==> src/rtl/dmux16_stream.sv <==
// dmux16_stream: buffered 1-to-2 stream demultiplexer with a small FIFO per channel.
// Optional per-channel accept counters are built when DMUX16_STATS_EN is defined.
module dmux16_stream #(
  parameter int unsigned WIDTH = 16,
  parameter int unsigned DEPTH = 2
) (
  input  logic             clk,
  input  logic             reset,
  input  logic [WIDTH-1:0] in,
  input  logic             in_sel,
  input  logic             in_valid,
  output logic             in_ready,
  output logic [WIDTH-1:0] out0,
  output logic             out0_valid,
  input  logic             out0_ready,
  output logic [WIDTH-1:0] out1,
  output logic             out1_valid,
  input  logic             out1_ready
`ifdef DMUX16_STATS_EN
  ,
  input  logic             stats_clr,
  output logic [15:0]      cnt0,
  output logic [15:0]      cnt1
`endif
);

  localparam int unsigned AW = (DEPTH > 1) ? $clog2(DEPTH) : 1;
  localparam int unsigned CW = $clog2(DEPTH + 1);

  logic [WIDTH-1:0] mem_q    [2][DEPTH];
  logic [WIDTH-1:0] mem_d    [2][DEPTH];
  logic [AW-1:0]    wr_ptr_q [2];
  logic [AW-1:0]    wr_ptr_d [2];
  logic [AW-1:0]    rd_ptr_q [2];
  logic [AW-1:0]    rd_ptr_d [2];
  logic [CW-1:0]    count_q  [2];
  logic [CW-1:0]    count_d  [2];
  logic             full_c   [2];
  logic             push_c   [2];
  logic             pop_c    [2];
  logic             oready_c [2];

  assign oready_c[0] = out0_ready;
  assign oready_c[1] = out1_ready;

  // Ready looks only at the addressed channel's registered occupancy (no pop bypass).
  assign full_c[0] = (count_q[0] == CW'(DEPTH));
  assign full_c[1] = (count_q[1] == CW'(DEPTH));
  assign in_ready  = in_sel ? !full_c[1] : !full_c[0];

  assign out0       = mem_q[0][rd_ptr_q[0]];
  assign out1       = mem_q[1][rd_ptr_q[1]];
  assign out0_valid = (count_q[0] != '0);
  assign out1_valid = (count_q[1] != '0);

  // Next-state for both channel FIFOs: push on accept, pop on consumer handshake.
  always_comb begin
    for (int ch = 0; ch < 2; ch++) begin
      mem_d[ch]    = mem_q[ch];
      wr_ptr_d[ch] = wr_ptr_q[ch];
      rd_ptr_d[ch] = rd_ptr_q[ch];
      count_d[ch]  = count_q[ch];
      push_c[ch]   = in_valid && in_ready && (in_sel == 1'(ch));
      pop_c[ch]    = (count_q[ch] != '0) && oready_c[ch];
      if (push_c[ch]) begin
        mem_d[ch][wr_ptr_q[ch]] = in;
        wr_ptr_d[ch] = wr_ptr_q[ch] + AW'(1);
      end
      if (pop_c[ch]) begin
        rd_ptr_d[ch] = rd_ptr_q[ch] + AW'(1);
      end
      case ({push_c[ch], pop_c[ch]})
        2'b10:   count_d[ch] = count_q[ch] + CW'(1);
        2'b01:   count_d[ch] = count_q[ch] - CW'(1);
        default: count_d[ch] = count_q[ch];
      endcase
    end
  end

  // FIFO state registers; storage is cleared so both outputs read 0 out of reset.
  always_ff @(posedge clk or posedge reset) begin
    if (reset) begin
      for (int ch = 0; ch < 2; ch++) begin
        for (int i = 0; i < int'(DEPTH); i++) mem_q[ch][i] <= '0;
        wr_ptr_q[ch] <= '0;
        rd_ptr_q[ch] <= '0;
        count_q[ch]  <= '0;
      end
    end else begin
      for (int ch = 0; ch < 2; ch++) begin
        mem_q[ch]    <= mem_d[ch];
        wr_ptr_q[ch] <= wr_ptr_d[ch];
        rd_ptr_q[ch] <= rd_ptr_d[ch];
        count_q[ch]  <= count_d[ch];
      end
    end
  end

`ifdef DMUX16_STATS_EN
  logic [15:0] cnt0_q, cnt0_d;
  logic [15:0] cnt1_q, cnt1_d;

  // Accept counters: clear dominates a same-cycle increment, wrap at 16 bits.
  always_comb begin
    cnt0_d = cnt0_q;
    cnt1_d = cnt1_q;
    if (stats_clr) begin
      cnt0_d = '0;
      cnt1_d = '0;
    end else begin
      if (push_c[0]) cnt0_d = cnt0_q + 16'(1);
      if (push_c[1]) cnt1_d = cnt1_q + 16'(1);
    end
  end

  // Counter registers.
  always_ff @(posedge clk or posedge reset) begin
    if (reset) begin
      cnt0_q <= '0;
      cnt1_q <= '0;
    end else begin
      cnt0_q <= cnt0_d;
      cnt1_q <= cnt1_d;
    end
  end

  assign cnt0 = cnt0_q;
  assign cnt1 = cnt1_q;
`endif

endmodule

==> config.mk <==
export PLATFORM = sky130hd
export DESIGN_NAME = dmux16_stream
export DESIGN_NICKNAME = d
export VERILOG_FILES = /design/src/rtl/dmux16_stream.sv
export SDC_FILE = /design/constraint.sdc
export NUM_CORES = 1
export LEC_CHECK = 0
export BUFFER_PORTS_ARGS = -buffer_cell sky130_fd_sc_hd__buf_2
export CORE_AREA = 4 4 96 98
export CTS_BUF_LIST = sky130_fd_sc_hd__clkbuf_4
export CTS_CLUSTER_SIZE = 14
export DETAILED_ROUTE_END_ITERATION = 8
export DIE_AREA = 0 0 100 102
export HOLD_SLACK_MARGIN = 0.15
export PLACE_DENSITY = 0.71
export SLEW_MARGIN = 20
export SYNTH_ARGS = -nofsm -noshare
export SYNTH_HDL_FRONTEND = slang
export SYNTH_SLANG_ARGS = --single-unit
==> constraint.sdc <==
create_clock -name clk -period 2.5 [get_ports clk]
set_input_delay 0 -clock clk [delete_from_list [all_inputs] [get_ports clk]]
set_output_delay 0 -clock clk [all_outputs]
set_load 0.05 [all_outputs]
* Word-level counts from Yosys, hierarchy flattened
Cells that the tools add are included.
Operators by class: reduce and logical (&&, ||, !) cells 13, add/sub/neg operators 8, bitwise operators 5, eq/ne operators 6, magnitude comparators 6, mux-type cells 15
Operators by type and width (number):
- 2-to-1 mux 16 bit | 8
- bitwise mux 32 bit | 2
- demux 16 bit (select 1 bit) | 2
- == test 2 bit (second input constant) | 4
- greater-or-equal comparator 2 bit (second input constant) | 4
- NOT 1 -> 2 bit | 4
- one-hot mux 2 bit (2 select lines) | 2
- nonzero test 2 bit | 4
- logical AND 1 bit | 7
- adder 1 bit (second input constant) | 4
- adder 2 x 1 -> 2 bit (second input constant) | 2
- == test 2 x 1 -> 1 bit (second input constant) | 2
- < comparator 2 x 1 -> 1 bit (second input constant) | 2
- subtractor 2 x 1 -> 2 bit (second input constant) | 2
- logical NOT 1 bit | 2
- 2-to-1 mux 1 bit | 1
- NOT 1 bit | 1
Word-level totals: output and inout port bits 35, input bits 22, word-level logic and storage cells 63, bits in registers 72

* Depth between registers and ports, before layout
word-level depth 7, gate-level depth with buffers 6, mapped depth without buffers 6

* Worst setup path after synthesis
OpenSTA, ideal clock, no wires.
path kind register to register, from register count_q[3] (netlist bit), to register count_q[3] (netlist bit), data required time 2.421 ns, setup slack 0.799 ns, stages on the path, launching flop included 6, clock period less this slack 1.701 ns, path buffers 0, data arrival time 1.622 ns, library setup time 0.079 ns, cells stage by stage dfrtp_1 -> or2_2 -> and2_1 -> ha_1 -> nor2_1 -> xor2_1
RTL lines:
- from (decl) | RTL line 36 | logic [CW-1:0] count_q [2];
- from (signal, indexed assignment) | RTL line 94 | count_q[ch] <= count_d[ch];

* Worst setup path after layout
from register count_q[1] (netlist bit), to register mem_q[24] (netlist bit)
Between the ends: longest elaborated chain between the ends 5
RTL lines:
- == test 2 bit | RTL line 48 | assign full_c[1] = (count_q[1] == CW'(DEPTH));
- logical NOT 1 bit | RTL line 49 | assign in_ready = in_sel ? !full_c[1] : !full_c[0];
- 2-to-1 mux 1 bit | RTL line 49
- logical AND 1 bit (2 in series) | RTL line 63 | push_c[ch] = in_valid && in_ready && (in_sel == 1'(ch));
- to (signal, indexed assignment) | RTL line 91 | mem_q[ch] <= mem_d[ch];
- to (decl) | RTL line 30 | logic [WIDTH-1:0] mem_q [2][DEPTH];
Every way passes these cells. A chain may end at the register's enable or synchronous reset.

==> flow_summary.yaml <==
timing:
  rsz0062_at_grt: "no"
  period_minus_slack_ps: 1996
  final_hold_viol_count: 0
  fmax_mhz: 500.9
  period_share_pct: 79.85
  worst_pin_slew_ps: 838.3
  whs_ps: 277.1
  setup_slack_ps: 503.7
  slew_violations: 0
  setup_viol: 0
  slew_headroom_pct: 44.11
  skew_ps: 10.37
  fin_tns_setup_ps: 0
synthesis:
  syn_area_um2: 3282
  synth_fp_nets: 233
  yosysUniqueCellTypes: 26
  yosysWarnings: 0
  syn_inst: 209
  ys_ff_latch: 72
  synth.avg_cell_area_um2: 15.70
  synth_seq_area_share_pct: 54.90
routing:
  vias: 1938
  firstDrtPassIters: 3
  drt_iter0_drc: 39
  wire_per_inst_um: 15.59
  via_per_inst: 4.762
  drt_wl_total_mm: 6.346
  route.detailed.drc: 0
  drtAntennaViolNets: 0
floorplanning:
  die_x_um: 100
  num_rows: 34
  io_pins: 57
  start_util_pct: 38.77
  die_area_um2: 10200
  core_um2: 8466
  die_h_um: 102
worst_setup_path:
  path_cells: "nor2b_1 > nor3_4 > mux2_4 > dlygate4sd3_1"
  critPathCaptureType: "flop"
  cpPeakStageDelay_ps: 560
  cp_data_arrival_time_ps: 2300
  critPathKind: "flop to flop"
  worstPathRequired_ps: 2810
  start_kind: "flop"
  critPathMaxFanout: 6
  cpMaxStageDelayCell: "dlygate4sd3_1"
global_route:
  grt_max_degree: 38
  overflow: 0
  track_usage_pct: 14.13
  grt_pass1_vias: 2104
  antenna_found_initial: 0
  grt_pass1_wl_mm: 10.85
placed_design:
  preCtsSetupSlack_ps: 763.5
  place_congestion: 0.7021
  port_buffers: 56
  place_hpwl_mm: 4.321
clocking:
  numCtsBuffers: 9
  h-tree-depth: 3
  cts_buffer_depth: 2
  ctsRootBufferMaster: "clkbuf_4"
  cts.repair.resized: 0
  cts.sinks: 72
  clk_pin_slew_ps: 120
  clk_latency_ps: 420
  tritoncts: "done"
run:
  drv_cap: 0
final_layout:
  fillers: 768
  nNetsFinal: 318
  multi_input_area_um2: 1395
  antenna_cells: 0
  final-seq-area_um2: 1802
  drive_above_1_share_pct: 60.87
  area_delta_synth_final_pct: 22.91
min_path:
  hp-class: "input pin to async pin"
run_status:
  status: "finished, final reports clean"
-- state kept, by name, summed over array words and instances (netlist names) --
name	cells
mem_q	64
rd_ptr_q	2
wr_ptr_q	2
count_q	4
-- critical path, delay by kind of cell (launching register included) --
kind	cells	cell delay, ps
buffers and inverters	1	560
flip-flops	1	420
multiplexers	1	330
AND/OR/NAND/NOR	2	580
-- cells in the mapped netlist --
master     n  share of area, %
or2_2      2              0.38
nand3b_1   1              0.23
nand3_1    1              0.15
nor2_1     3              0.34
mux2_2    85                29
nor3_4     1              0.50
nand2b_1   1              0.19
a21oi_1    1              0.15
clkbuf_1   2              0.23
and2_1     2              0.38
xnor2_1    6               1.6
nor2b_1    1              0.19
buf_12     1              0.61
nand4_4    1              0.65
xor2_1     4               1.1
ha_1       2              0.76
nand2b_4   1              0.42
inv_1      1              0.11
nand2_2    1              0.19
dfrtp_1   72                55
mux2_4    11               5.0
buf_6      3               1.0
buf_2      3              0.46
nand4b_4   1              0.72
clkbuf_2   1              0.15
and4bb_1   1              0.38
-- logic make-up after synthesis --
kind of cell	after synthesis	synth area share, %
compound gates	1	0.1524
xor+xnor	10	2.669
fa+ha+maj	2	0.7624
buf+inv	11	2.592
flops	72	54.90
mux	96	34.20
simple gates	17	4.727
-- placed cells by master, fill, tap and decap left out --
cell type       n
mux2_2         85
dfrtp_1        72
buf_2          56
dlygate4sd3_1  22
mux2_4         11
clkbuf_4        9
xnor2_1         6
buf_4           5
xor2_1          4
nor2_1          3
or2_2           2
and2_1          2
ha_1            2
clkinv_4        2
clkinvlp_4      2
clkinv_2        2
nand2b_1        1
nand4_4         1
nor2b_1         1
nand2_2         1
nor3_4          1
nand2b_4        1
nand4b_4        1
and4bb_1        1
nand3_1         1
a21oi_1         1
nand3b_1        1
inv_2           1
bufinv_16       1
buf_12          1
-- area by class of cell --
type	instances	area share [%]
Clock inverter	7	1.799
Timing Repair Buffer	84	13.83
Clock buffer	9	1.675
Tap cell	108	3.350
Sequential cell	72	44.67
Multi-Input combinational cell	126	34.58
Inverter	1	0.09305
-- final timing paths --
check | startpoint | depth (start not counted) | endpoint | slack [ps]
min in group clk | in[2] | 3 | mem_q[2] | 390
setup reg to reg | count_q[1] | 4 | mem_q[24] | 500
hold reg to reg | mem_q[57] | 1 | mem_q[57] | 510
max in group asynchronous | reset | 4 | count_q[2] | 1540
setup / recovery | count_q[1] | 4 | mem_q[24] | 500
hold / removal | reset | 3 | mem_q[3] | 280
-- what timing repair did --
item | CTS | global route
endpoints found under the hold margin | 106 | 0
hold buffers | 22 | 0
setup buffers | 0 | 0
-- per-stage QoR --
step	area (um^2)	util, %	cells
global placement	3674	43.39	369
detailed placement	3674	43.39	369
floorplan	3282	-	209
CTS	4034	47.65	407
finish	4034	47.65	407
global route	4034	47.65	407
-- layer usage --
layer	global-route usage [%]	vias up	routed length [um]
met5	0	-	0
met4	7.150	0	135
met3	4.027	11	314
met2	21.04	39	2902
met1	18.95	970	2994
li1	-	918	-
Power is not shown: default switching activity piles up to over one toggle a cycle in this logic, so the estimate is an artifact.
